===== config.mk =====
export PLATFORM = sky130hd
export DESIGN_NAME = point_bank_writer_flat
export DESIGN_NICKNAME = d
export VERILOG_FILES = /design/src/rtl/point_bank_writer_if.sv /design/src/rtl/point_bank_writer.sv /design/src/flat_wrapper.sv
export SDC_FILE = /design/constraint.sdc
export NUM_CORES = 1
export LEC_CHECK = 0
export BUFFER_PORTS_ARGS = -buffer_cell sky130_fd_sc_hd__buf_2
export CAP_MARGIN = 20
export CORE_AREA = 4 4 68 70
export DETAILED_ROUTE_END_ITERATION = 7
export DIE_AREA = 0 0 72 74
export GPL_TIMING_DRIVEN = 0
export PLACE_DENSITY = 0.81
export SLEW_MARGIN = 15
export SYNTH_ARGS = -nofsm -noshare
export SYNTH_HDL_FRONTEND = slang
export SYNTH_SLANG_ARGS = --single-unit

===== constraint.sdc =====
create_clock -name i_clk -period 2.54 [get_ports i_clk]
set_input_delay 0.254 -clock i_clk [delete_from_list [all_inputs] [get_ports i_clk]]
set_output_delay 0.254 -clock i_clk [all_outputs]
set_load 0.005 [all_outputs]

===== src/rtl/point_bank_writer_if.sv =====
// Bundle between the coordinate source and point_bank_writer: source-side
// session/sample inputs plus the registered SRAM write port and status.
interface point_bank_writer_if #(
  parameter int COORD_W  = 5,
  parameter int SAMPLE_W = 10,
  parameter int BANK_W   = 5
);
  logic                       i_start;
  logic                       i_deny;
  logic                       i_valid;
  logic [COORD_W-1:0]         i_x;
  logic [COORD_W-1:0]         i_y;
  logic                       o_we;
  logic [COORD_W-1:0]         o_x;
  logic [COORD_W-1:0]         o_y;
  logic [BANK_W+SAMPLE_W-1:0] o_addr;
  logic                       o_busy;
  logic                       o_full;
  logic                       o_ovf;
  logic                       o_done;
  logic [SAMPLE_W:0]          o_count;
  logic [BANK_W-1:0]          o_bank;
  logic                       o_wrap;

  modport master (
    output i_start, i_deny, i_valid, i_x, i_y,
    input  o_we, o_x, o_y, o_addr, o_busy, o_full, o_ovf,
           o_done, o_count, o_bank, o_wrap
  );

  modport slave (
    input  i_start, i_deny, i_valid, i_x, i_y,
    output o_we, o_x, o_y, o_addr, o_busy, o_full, o_ovf,
           o_done, o_count, o_bank, o_wrap
  );
endinterface


===== src/rtl/point_bank_writer.sv =====
// Captures one session of (x,y) samples into a bank of the point memory,
// addressed {bank, index}, with per-bank full protection and close summary.
module point_bank_writer #(
  parameter int COORD_W   = 5,
  parameter int NUM_BANKS = 26,
  parameter int SAMPLE_W  = 10
) (
  input logic               i_clk,
  input logic               i_rst,
  point_bank_writer_if.slave bus
);
  localparam int BANK_W = $clog2(NUM_BANKS);

  localparam logic [1:0] ST_IDLE  = 2'd0;
  localparam logic [1:0] ST_WORK  = 2'd1;
  localparam logic [1:0] ST_CLOSE = 2'd2;

  localparam logic [SAMPLE_W:0]  DEPTH     = {1'b1, {SAMPLE_W{1'b0}}};
  localparam logic [BANK_W-1:0]  LAST_BANK = BANK_W'(NUM_BANKS - 1);

  logic [1:0]                 state_q, state_d;
  logic [BANK_W-1:0]          bank_q, bank_d;
  logic [SAMPLE_W:0]          index_q, index_d;
  logic                       we_q, we_d;
  logic [COORD_W-1:0]         x_q, x_d;
  logic [COORD_W-1:0]         y_q, y_d;
  logic [BANK_W+SAMPLE_W-1:0] addr_q, addr_d;
  logic                       ovf_q, ovf_d;
  logic                       done_q, done_d;
  logic [SAMPLE_W:0]          count_q, count_d;
  logic                       wrap_q, wrap_d;
  logic                       bankFull;
  logic                       lastBank;

  // Index is one bit wider than the bank depth so "full" is a distinct value
  // and the stored address never spills into the next bank.
  assign bankFull = (index_q == DEPTH);
  assign lastBank = (bank_q == LAST_BANK);

  always_comb begin
    state_d = state_q;
    bank_d  = bank_q;
    index_d = index_q;
    ovf_d   = ovf_q;
    count_d = count_q;
    we_d    = 1'b0;
    x_d     = '0;
    y_d     = '0;
    addr_d  = '0;
    done_d  = 1'b0;
    wrap_d  = 1'b0;
    case (state_q)
      ST_IDLE: begin
        if (bus.i_start) begin
          state_d = ST_WORK;
          index_d = '0;
          ovf_d   = 1'b0;
        end
      end
      ST_WORK: begin
        if (bus.i_deny) begin
          if (bus.i_valid) begin
            if (!bankFull) begin
              we_d    = 1'b1;
              x_d     = bus.i_x;
              y_d     = bus.i_y;
              addr_d  = {bank_q, index_q[SAMPLE_W-1:0]};
              index_d = index_q + 1'b1;
            end else begin
              ovf_d = 1'b1;
            end
          end
        end else begin
          // Summary is registered here so it is visible during the CLOSE cycle.
          state_d = ST_CLOSE;
          done_d  = 1'b1;
          count_d = index_q;
          wrap_d  = lastBank;
        end
      end
      ST_CLOSE: begin
        state_d = ST_IDLE;
        bank_d  = lastBank ? '0 : bank_q + 1'b1;
      end
      default: state_d = ST_IDLE;
    endcase
  end

  always_ff @(posedge i_clk) begin
    if (i_rst) begin
      state_q <= ST_IDLE;
      bank_q  <= '0;
      index_q <= '0;
      we_q    <= 1'b0;
      x_q     <= '0;
      y_q     <= '0;
      addr_q  <= '0;
      ovf_q   <= 1'b0;
      done_q  <= 1'b0;
      count_q <= '0;
      wrap_q  <= 1'b0;
    end else begin
      state_q <= state_d;
      bank_q  <= bank_d;
      index_q <= index_d;
      we_q    <= we_d;
      x_q     <= x_d;
      y_q     <= y_d;
      addr_q  <= addr_d;
      ovf_q   <= ovf_d;
      done_q  <= done_d;
      count_q <= count_d;
      wrap_q  <= wrap_d;
    end
  end

  assign bus.o_we    = we_q;
  assign bus.o_x     = x_q;
  assign bus.o_y     = y_q;
  assign bus.o_addr  = addr_q;
  assign bus.o_busy  = (state_q != ST_IDLE);
  assign bus.o_full  = bankFull;
  assign bus.o_ovf   = ovf_q;
  assign bus.o_done  = done_q;
  assign bus.o_count = count_q;
  assign bus.o_bank  = bank_q;
  assign bus.o_wrap  = wrap_q;
endmodule


===== src/flat_wrapper.sv =====
// flat-port wrapper written by rule: the top's interface ports become plain ports
module point_bank_writer_flat 
#(
  parameter int COORD_W   = 5,
  parameter int NUM_BANKS = 26,
  parameter int SAMPLE_W  = 10
)
  (i_clk, i_rst, bus_i_start, bus_i_deny, bus_i_valid, bus_i_x, bus_i_y, bus_o_we, bus_o_x, bus_o_y, bus_o_addr, bus_o_busy, bus_o_full, bus_o_ovf, bus_o_done, bus_o_count, bus_o_bank, bus_o_wrap);
  point_bank_writer_if #(.COORD_W(COORD_W), .SAMPLE_W(SAMPLE_W), .BANK_W(($clog2(NUM_BANKS)))) bus_i ();
  input logic i_clk;
  input logic i_rst;
  input wire logic [$bits(bus_i.i_start)-1:0] bus_i_start;
  input wire logic [$bits(bus_i.i_deny)-1:0] bus_i_deny;
  input wire logic [$bits(bus_i.i_valid)-1:0] bus_i_valid;
  input wire logic [$bits(bus_i.i_x)-1:0] bus_i_x;
  input wire logic [$bits(bus_i.i_y)-1:0] bus_i_y;
  output wire logic [$bits(bus_i.o_we)-1:0] bus_o_we;
  output wire logic [$bits(bus_i.o_x)-1:0] bus_o_x;
  output wire logic [$bits(bus_i.o_y)-1:0] bus_o_y;
  output wire logic [$bits(bus_i.o_addr)-1:0] bus_o_addr;
  output wire logic [$bits(bus_i.o_busy)-1:0] bus_o_busy;
  output wire logic [$bits(bus_i.o_full)-1:0] bus_o_full;
  output wire logic [$bits(bus_i.o_ovf)-1:0] bus_o_ovf;
  output wire logic [$bits(bus_i.o_done)-1:0] bus_o_done;
  output wire logic [$bits(bus_i.o_count)-1:0] bus_o_count;
  output wire logic [$bits(bus_i.o_bank)-1:0] bus_o_bank;
  output wire logic [$bits(bus_i.o_wrap)-1:0] bus_o_wrap;
  assign bus_i.i_start = bus_i_start;
  assign bus_i.i_deny = bus_i_deny;
  assign bus_i.i_valid = bus_i_valid;
  assign bus_i.i_x = bus_i_x;
  assign bus_i.i_y = bus_i_y;
  assign bus_o_we = bus_i.o_we;
  assign bus_o_x = bus_i.o_x;
  assign bus_o_y = bus_i.o_y;
  assign bus_o_addr = bus_i.o_addr;
  assign bus_o_busy = bus_i.o_busy;
  assign bus_o_full = bus_i.o_full;
  assign bus_o_ovf = bus_i.o_ovf;
  assign bus_o_done = bus_i.o_done;
  assign bus_o_count = bus_i.o_count;
  assign bus_o_bank = bus_i.o_bank;
  assign bus_o_wrap = bus_i.o_wrap;
  point_bank_writer #(.COORD_W(COORD_W), .NUM_BANKS(NUM_BANKS), .SAMPLE_W(SAMPLE_W)) u_core (.i_clk(i_clk), .i_rst(i_rst), .bus(bus_i));
endmodule

==> impl_summary.log, run 1 <==
INFO  metric outcome = finished clean
INFO  metric post_cts_resized = 0
INFO  metric yosysSeqAreaShare = 53.24%
INFO  metric setup-tns-final = 0 ps
INFO  metric fmax = 470.1 MHz
INFO  metric dp.cells = approximately 320
INFO  metric timing_worst_setup_path_type = reg -> out
INFO  metric post_synth_edffs = 0
INFO  metric min_period = approximately 2100 ps
INFO  metric htree_levels = 3
INFO  metric global_route.overflow_total = 0
INFO  metric max-clock-path-buffers = 2
INFO  metric register_bit_count_reported_by_yosys = 58
INFO  metric worst_ep_arrival_time = 1870 ps
INFO  metric final_layout_size_suffix_gt1_share = a little under a third
INFO  metric starting_density_of_the_core = between 50% and 60%
INFO  metric cellLeakagePower = 1.250 nW
INFO  metric tritoncts = done
INFO  metric dominant_combinational_cell_family_by_area_after_synthesis = simple AND/OR/NAND/NOR gates
INFO  metric worst-path-max-fanout = 9
INFO  metric worst-slew-pin-transition = between 400 and 500 ps
INFO  metric dr.max_layer_used = met4
INFO  metric intPower = 1.437 mW
INFO  metric synthAdderAreaFrac = 2.295%
INFO  metric timing.final.max_slew_violations = 0
INFO  metric pre_cts_setup_slack = 667.5 ps
INFO  metric p_seq_share = 50.3%
INFO  metric vias_in_the_first_global_route = approximately 1.6k
INFO  metric floorplan.die.width = 72 um
INFO  metric cts.sink_count = 58
INFO  metric number_of_hold_slack_violations_in_the_final_timing_report = 0
INFO  metric timing.clock.skew = between 7 and 8 ps
INFO  metric netlist.top_cell.by_area = dfxtp_1
INFO  metric share_of_the_synthesized_area_in_the_top_cell_type = approximately 53%
INFO  metric hpwl = between 3000 and 4000 um
INFO  metric grt_pass1_wl = about 7400 um
INFO  metric ir_drop = between 500 and 600 uV
INFO  metric placeableCoreArea = 3971 um2
INFO  metric power.density = approximately 670 nW/um2
INFO  metric m1WireLength = 2012 um
INFO  metric io_pins = 62
INFO  metric drt.antenna.violating_nets = 0
INFO  metric die_area = approximately 5300 um2
INFO  metric clk_latency = between 300 and 400 ps
INFO  metric routed_wl = around 4600 um
INFO  metric drcViolationCount = 0
INFO  metric compound_gate_portion_of_the_synthesized_area = 6.827%
INFO  metric gp_congestion = roughly 0.82
INFO  metric muxShareOfSynthArea = around 5.5%
INFO  metric comb_power_share = 5.7%
INFO  metric drt_pass1_iterations = 4
INFO  metric layout.cells.non_filler = roughly 340
INFO  metric end_kind = output port
INFO  metric post_synth_instance_area = 2181 um2
INFO  metric drt-wirelength-per-cell = 13.48 um
INFO  metric min_period_over_period = a little over four fifths
INFO  metric floorplan.rows = 23
INFO  metric hold_slack = between 100 and 150 ps
INFO  metric postSynth.topFlopCell = dfxtp_1
INFO  metric power_switching = approximately 0.41 mW
INFO  metric hold_path.class = in -> reg
INFO  metric syn_nets = 232
INFO  metric cts_buf_count = 9
INFO  metric vias = around 1.8k
INFO  metric antenna_cells = 0
INFO  metric post_synth_xor_area_fraction = about 2.8%
INFO  metric die_h = around 74 um
INFO  metric synthToLayoutAreaGrowth = 25.36%
INFO  metric yosys.area_share.simple = approximately 25%
INFO  metric met2RoutedLength = approximately 2000 um
INFO  metric post_cts_hold_buffer_count = 0
INFO  metric gr-usage-all-layers = a little under a fifth
INFO  metric antenna_found_initial = 0
INFO  metric grt_max_degree = 11
INFO  metric via_per_inst = between 5 and 6
INFO  metric totalPowerFinal = 1.844 mW
INFO  metric slew-limit-headroom = approximately 67%
INFO  metric total_met3_wirelength_after_detailed_routing = about 420 um
INFO  metric yosys.cell_types.count = 40
INFO  metric rsz0062_at_grt = no
INFO  metric clock-root-buffer = clkbuf_8
INFO  metric cts.reportedPaths.clkPinSlew = 60 ps
INFO  metric switching_share = between 20% and 30%
INFO  metric postSynthCellCount = between 200 and 250
INFO  metric finalSetupViolCount = 0
INFO  metric nets = roughly 300
INFO  metric placement.io_buffers = between 60 and 70
INFO  metric timing.max_cap.violations = 0
INFO  metric ys_warn_count = 0
INFO  metric cp.required = around 2300 ps
INFO  metric drt_iter0_drc = 85
INFO  metric async_flop_share = 0%
INFO  metric syn_area_per_cell = approximately 10 um2
INFO  metric worst_setup_margin = 412.8 ps
INFO  metric synthTopCellsByArea = dfxtp_1 (53%), and2_1 (6.0%), mux2i_1 (5.5%), nor2_1 (4.1%), xor2_1 (2.4%)
INFO  metric timing.critical_path.from_type = flop
INFO  metric p_clk_share = about 44%
INFO  metric cts.repair_timing.setup_buffer_count = 0
## layout by cell type, fill, tap and decap left out, types with 3 or more instances in the layout
master     n
o21ai_0    5
inv_1      7
mux2i_1   12
or4_1      4
or2_2      4
a21oi_1    5
xor2_1     6
nor3_1     3
nor4_1     5
clkbuf_1   7
ha_1       4
dfxtp_1   58
buf_6      3
o31ai_1    3
nand3_1    5
nor2_1    24
buf_2     64
nand2_1    5
o211ai_1   4
nand4_1    3
clkbuf_8  10
and2_1    21
## worst max-delay path, cell delays in order, from the launching register on
cell	delay [ps]
dfxtp_1	410
or4b_1	640
nor3_4	290
buf_2	190
## per-layer routing
| layer | vias up | global-route usage (%) |
|---|---|---|
| met5 | - | 0 |
| met4 | 0 | 7.933 |
| met3 | 11 | 7.432 |
| met2 | 57 | 27.35 |
| met1 | 815 | 23.05 |
| li1 | 880 | - |
## kinds of logic (layout without fill, tap and decap cells)
group	Yosys count	count (layout)
and+or+nand+nor	90	90
DFF	58	58
buffers and inverters	19	95
adders and majority gates	4	4
muxes	12	12
xor gates and xnor gates	7	7
AOI/OAI and AO/OA	23	23
## stage by stage
step,cell area [um2],util (%)
6_report,2734,68.84
5_1_grt,2734,68.84
4_1_cts,2734,68.84
3_5_place_dp,2549,64.18
3_3_place_gp,2549,64.18
2_1_floorplan,2181,-
## synth_stat cells, drive strengths merged, types with 6 or more instances
| library cell | count |
|---|---|
| clkbuf | 6 |
| inv | 7 |
| xor2 | 6 |
| mux2i | 12 |
| buf | 6 |
| nor2 | 24 |
| nor4 | 6 |
| dfxtp | 58 |
| and2 | 21 |
## path summary, 6_finish.rpt
| path | from | end | slack (ps) | depth (start not counted) |
|---|---|---|---|---|
| max reg2reg | u_core.index_q[3] | u_core.bus.o_addr[2] | 640 | 5 |
| min | bus_i_x[3] | u_core.bus.o_x[3] | 120 | 2 |
| max | u_core.index_q[3] | bus_o_full | 410 | 3 |
| min reg2reg | u_core.bus.o_count[2] | u_core.bus.o_count[2] | 490 | 2 |
## area by class of cell
class	instances	area, um2
Clock inverter	3	40.04
Clock buffer	12	145.1
Sequential cell	58	1161
Inverter	7	26.28
Multi-Input combinational cell	136	920.9
Tap cell	50	62.56
Timing Repair Buffer	61	305.3
Buffer	12	72.57
Fill cell	311	1237
## registers in the layout, indices dropped and copies added, names as in the netlist
register and cells:
u_core.bus.o_count 11, u_core.bus.o_we 1, u_core.bus.o_done 1, u_core.bus.o_bank 5, u_core.bus.o_ovf 1, u_core.bus.o_y 5, u_core.index_q 11, u_core.bus.o_addr 15
u_core.state_q 2, u_core.bus.o_wrap 1, u_core.bus.o_x 5
## power groups by stage
stage | sequential (mW) | combinational, mW | clock, mW
global placement | 0.947 | 0.104 | 0
finish | 0.927 | 0.105 | 0.811
global route | 0.928 | 0.119 | 0.869
detailed placement | 0.947 | 0.105 | 0
floorplan | 0.947 | 0.0722 | 0
CTS | 0.927 | 0.106 | 0.828
(Power assumes the default switching activity.)
==> inputs of run 2 (changes only) <==
Settings changed: CORE_AREA 4 4 68 70 to 4 4 71 73, DIE_AREA 0 0 72 74 to 0 0 75 77, PLACE_DENSITY 0.81 to 0.74.
Clock period 2.54 ns to 2 ns, I/O delays scaled along.
==> run 2 against run 1 <==
Net effect: cell area rose by 2.3%; wire length increased by 1.6%; cell count grew 1.8%; non-clock buffer count is 3 higher.
==> impl_summary.log, run 2 (same netlist as run 1, synthesis figures left out) <==
INFO  metric floorplan.die.width = 75 um (+4.2%)
INFO  metric vias_in_the_first_global_route = 1677 (+6.0%)
INFO  metric timing.critical_path.from_type = flop
INFO  metric synthToLayoutAreaGrowth = 28.28%
INFO  metric layout.cells.non_filler = 345 (+1.8%)
INFO  metric ir_drop = 515.1 uV (+0.27%)
INFO  metric cts.sink_count = 58 (unchanged)
INFO  metric drcViolationCount = 0 (unchanged)
INFO  metric starting_density_of_the_core = 50.09% (-4.8 points)
INFO  metric min_period = about 1900 ps
INFO  metric post_dp_cell_area = 2551 um2 (about the same)
INFO  metric nets = 307 (+0.99%)
INFO  metric grt_pass1_wl = 7645 um (+3.5%)
INFO  metric drt-wirelength-per-cell = 13.46 um (-0.17%)
INFO  metric placeableCoreArea = 4354 um2 (+9.6%)
INFO  metric via_per_inst = 4.980 (-4.2%)
INFO  metric hpwl = 3134 um (-1.9%)
INFO  metric cts_buf_count = 9 (unchanged)
INFO  metric drt_iter0_drc = 118 (+39%)
INFO  metric pre_cts_setup_slack = 156.3 ps (-511.2 ps)
INFO  metric gp_congestion = 0.7979 (-2.9%)
INFO  metric floorplan.rows = 24 (+4.3%)
INFO  metric number_of_hold_slack_violations_in_the_final_timing_report = 0 (unchanged)
INFO  metric worst-path-max-fanout = 9 (unchanged)
INFO  metric worst_ep_arrival_time = 1690 ps (-180 ps)
INFO  metric tritoncts = done
INFO  metric timing_worst_setup_path_type = reg -> out
INFO  metric slew-limit-headroom = 65.11% (-2.3 points)
INFO  metric final_layout_size_suffix_gt1_share = 32.76% (+1.6 points)
INFO  metric dp.cells = 326 (+0.62%)
INFO  metric setup-tns-final = 0 ps (unchanged)
INFO  metric worst-slew-pin-transition = 519.0 ps (+34.75 ps)
INFO  metric cts.reportedPaths.clkPinSlew = 60 ps (about the same)
INFO  metric layout_commonest_cell = buf_2
INFO  metric most-common-layout-cells = buf_2 (64), dfxtp_1 (58), nor2_1 (24)
INFO  metric antenna_cells = 0 (unchanged)
INFO  metric die_area = 5775 um2 (+8.4%)
INFO  metric finalSetupViolCount = 0 (unchanged)
INFO  metric end_kind = output port
INFO  metric io_pins = 62 (unchanged)
INFO  metric drt_pass1_iterations = 4 (unchanged)
INFO  metric htree_levels = 3 (unchanged)
INFO  metric worst_setup_margin = 105.6 ps (-307.2 ps)
INFO  metric timing.clock.skew = 4.872 ps (-2.943 ps)
INFO  metric min_period_over_period = approximately 95%
INFO  metric cellLeakagePower = 1.285 nW (+2.8%)
INFO  metric gr-usage-all-layers = 17.13% (-1.0 points)
INFO  metric drt.antenna.violating_nets = 0 (unchanged)
INFO  metric grt_max_degree = 11 (unchanged)
INFO  metric flip_flop_count_of_the_largest_register_all_copies_and_words_added = 15 (unchanged)
INFO  metric power.density = 890.1 nW/um2 (+32%)
INFO  metric vias = 1718 (-2.6%)
INFO  metric global_route.overflow_total = 0 (unchanged)
INFO  metric totalPowerFinal = 2.490 mW (+35%)
INFO  metric clock-root-buffer = clkbuf_8
INFO  metric max-clock-path-buffers = 2 (unchanged)
INFO  metric die_h = 77 um (+4.1%)
INFO  metric hold_path.class = in -> reg
INFO  metric antenna_found_initial = 0 (unchanged)
INFO  metric outcome = finished clean
INFO  metric cp.required = 1800 ps (-490 ps)
INFO  metric placement.io_buffers = 61 (unchanged)
INFO  metric timing.final.max_slew_violations = 0 (unchanged)
INFO  metric routed_wl = 4643 um (+1.6%)
INFO  metric fmax = ~530 MHz
INFO  metric postLayoutCellArea = 2798 um2 (+2.3%)
INFO  metric rsz0062_at_grt = no
INFO  metric clk_latency = 330 ps (about the same)
INFO  metric timing.max_cap.violations = 0 (unchanged)
## run 2: changes by cell type in the layout (fill, tap and decap cells not counted), sizes merged
cell,before,now
buf,67,70
clkbuf,18,16
clkinv,2,4
bufinv,1,2
## run 2: per-stage QoR
| stage | utilization [%] | hold slack, ps |
|---|---|---|
| floorplan | - | 278.3 |
| global placement | 58.59 | 405.1 |
| detailed placement | 58.59 | 403.9 |
| CTS | 63.76 | 51.48 |
| global route | 64.25 | 57.07 |
| finish | 64.25 | 64.71 |
## run 2: final timing paths
| path | to | cells past startpoint | slack (ps) | start |
|---|---|---|---|---|
| min reg2reg | u_core.bus.o_ovf | 2 | 480 | u_core.bus.o_ovf |
| min | u_core.bus.o_x[2] | 2 | 60 | bus_i_x[2] |
| max reg2reg | u_core.index_q[8] | 6 | 130 | u_core.state_q[0] |
| max | bus_o_full | 3 | 110 | u_core.index_q[3] |
## run 2: area by class of cell
class	instances	area (um2)
buffer	12	72.57
timing repair buffer	64	327.8
clock buffer	10	137.6
inverter	7	26.28
sequential	58	1161
multi-input combinational	136	927.1
tap	52	65.06
fill	373	1556
clock inverter	6	80.08
## run 2: critical path, stage by stage, from the launching register on
cell and delay, ps:
dfxtp_1 400, or4b_1 620, nor3_4 200, buf_2 140
## run 2: power breakdown
part           internal (mW)  total (mW)  switching (mW)  leakage (nW)
sequential              1.17        1.18         0.00899         0.468
clock                  0.726        1.17           0.446         0.116
combinational         0.0621       0.142          0.0796         0.701
total                   1.96        2.49           0.534          1.29
## run 2: timing repair
| action | CTS | global route |
|---|---|---|
| hold endpoints to repair | 0 | 0 |
| buffers inserted | 1 | 2 |
| endpoints found under the setup margin | 1 | 9 |
| cloned | 0 | 0 |
| hold buffers | 0 | 0 |
| gates resized for setup | 0 | 1 |
| pin swaps | 1 | 1 |
## run 2: per-layer routing
| layer | vias to the layer above | global-route usage (%) | share of wire, % |
|---|---|---|---|
| li1 | 884 | - | - |
| met1 | 769 | 20.86 | 46 |
| met3 | 8 | 6.928 | 8.0 |
| met2 | 57 | 25.70 | 45 |
| met5 | - | 0 | 0 |
| met4 | 0 | 8.363 | 1.5 |
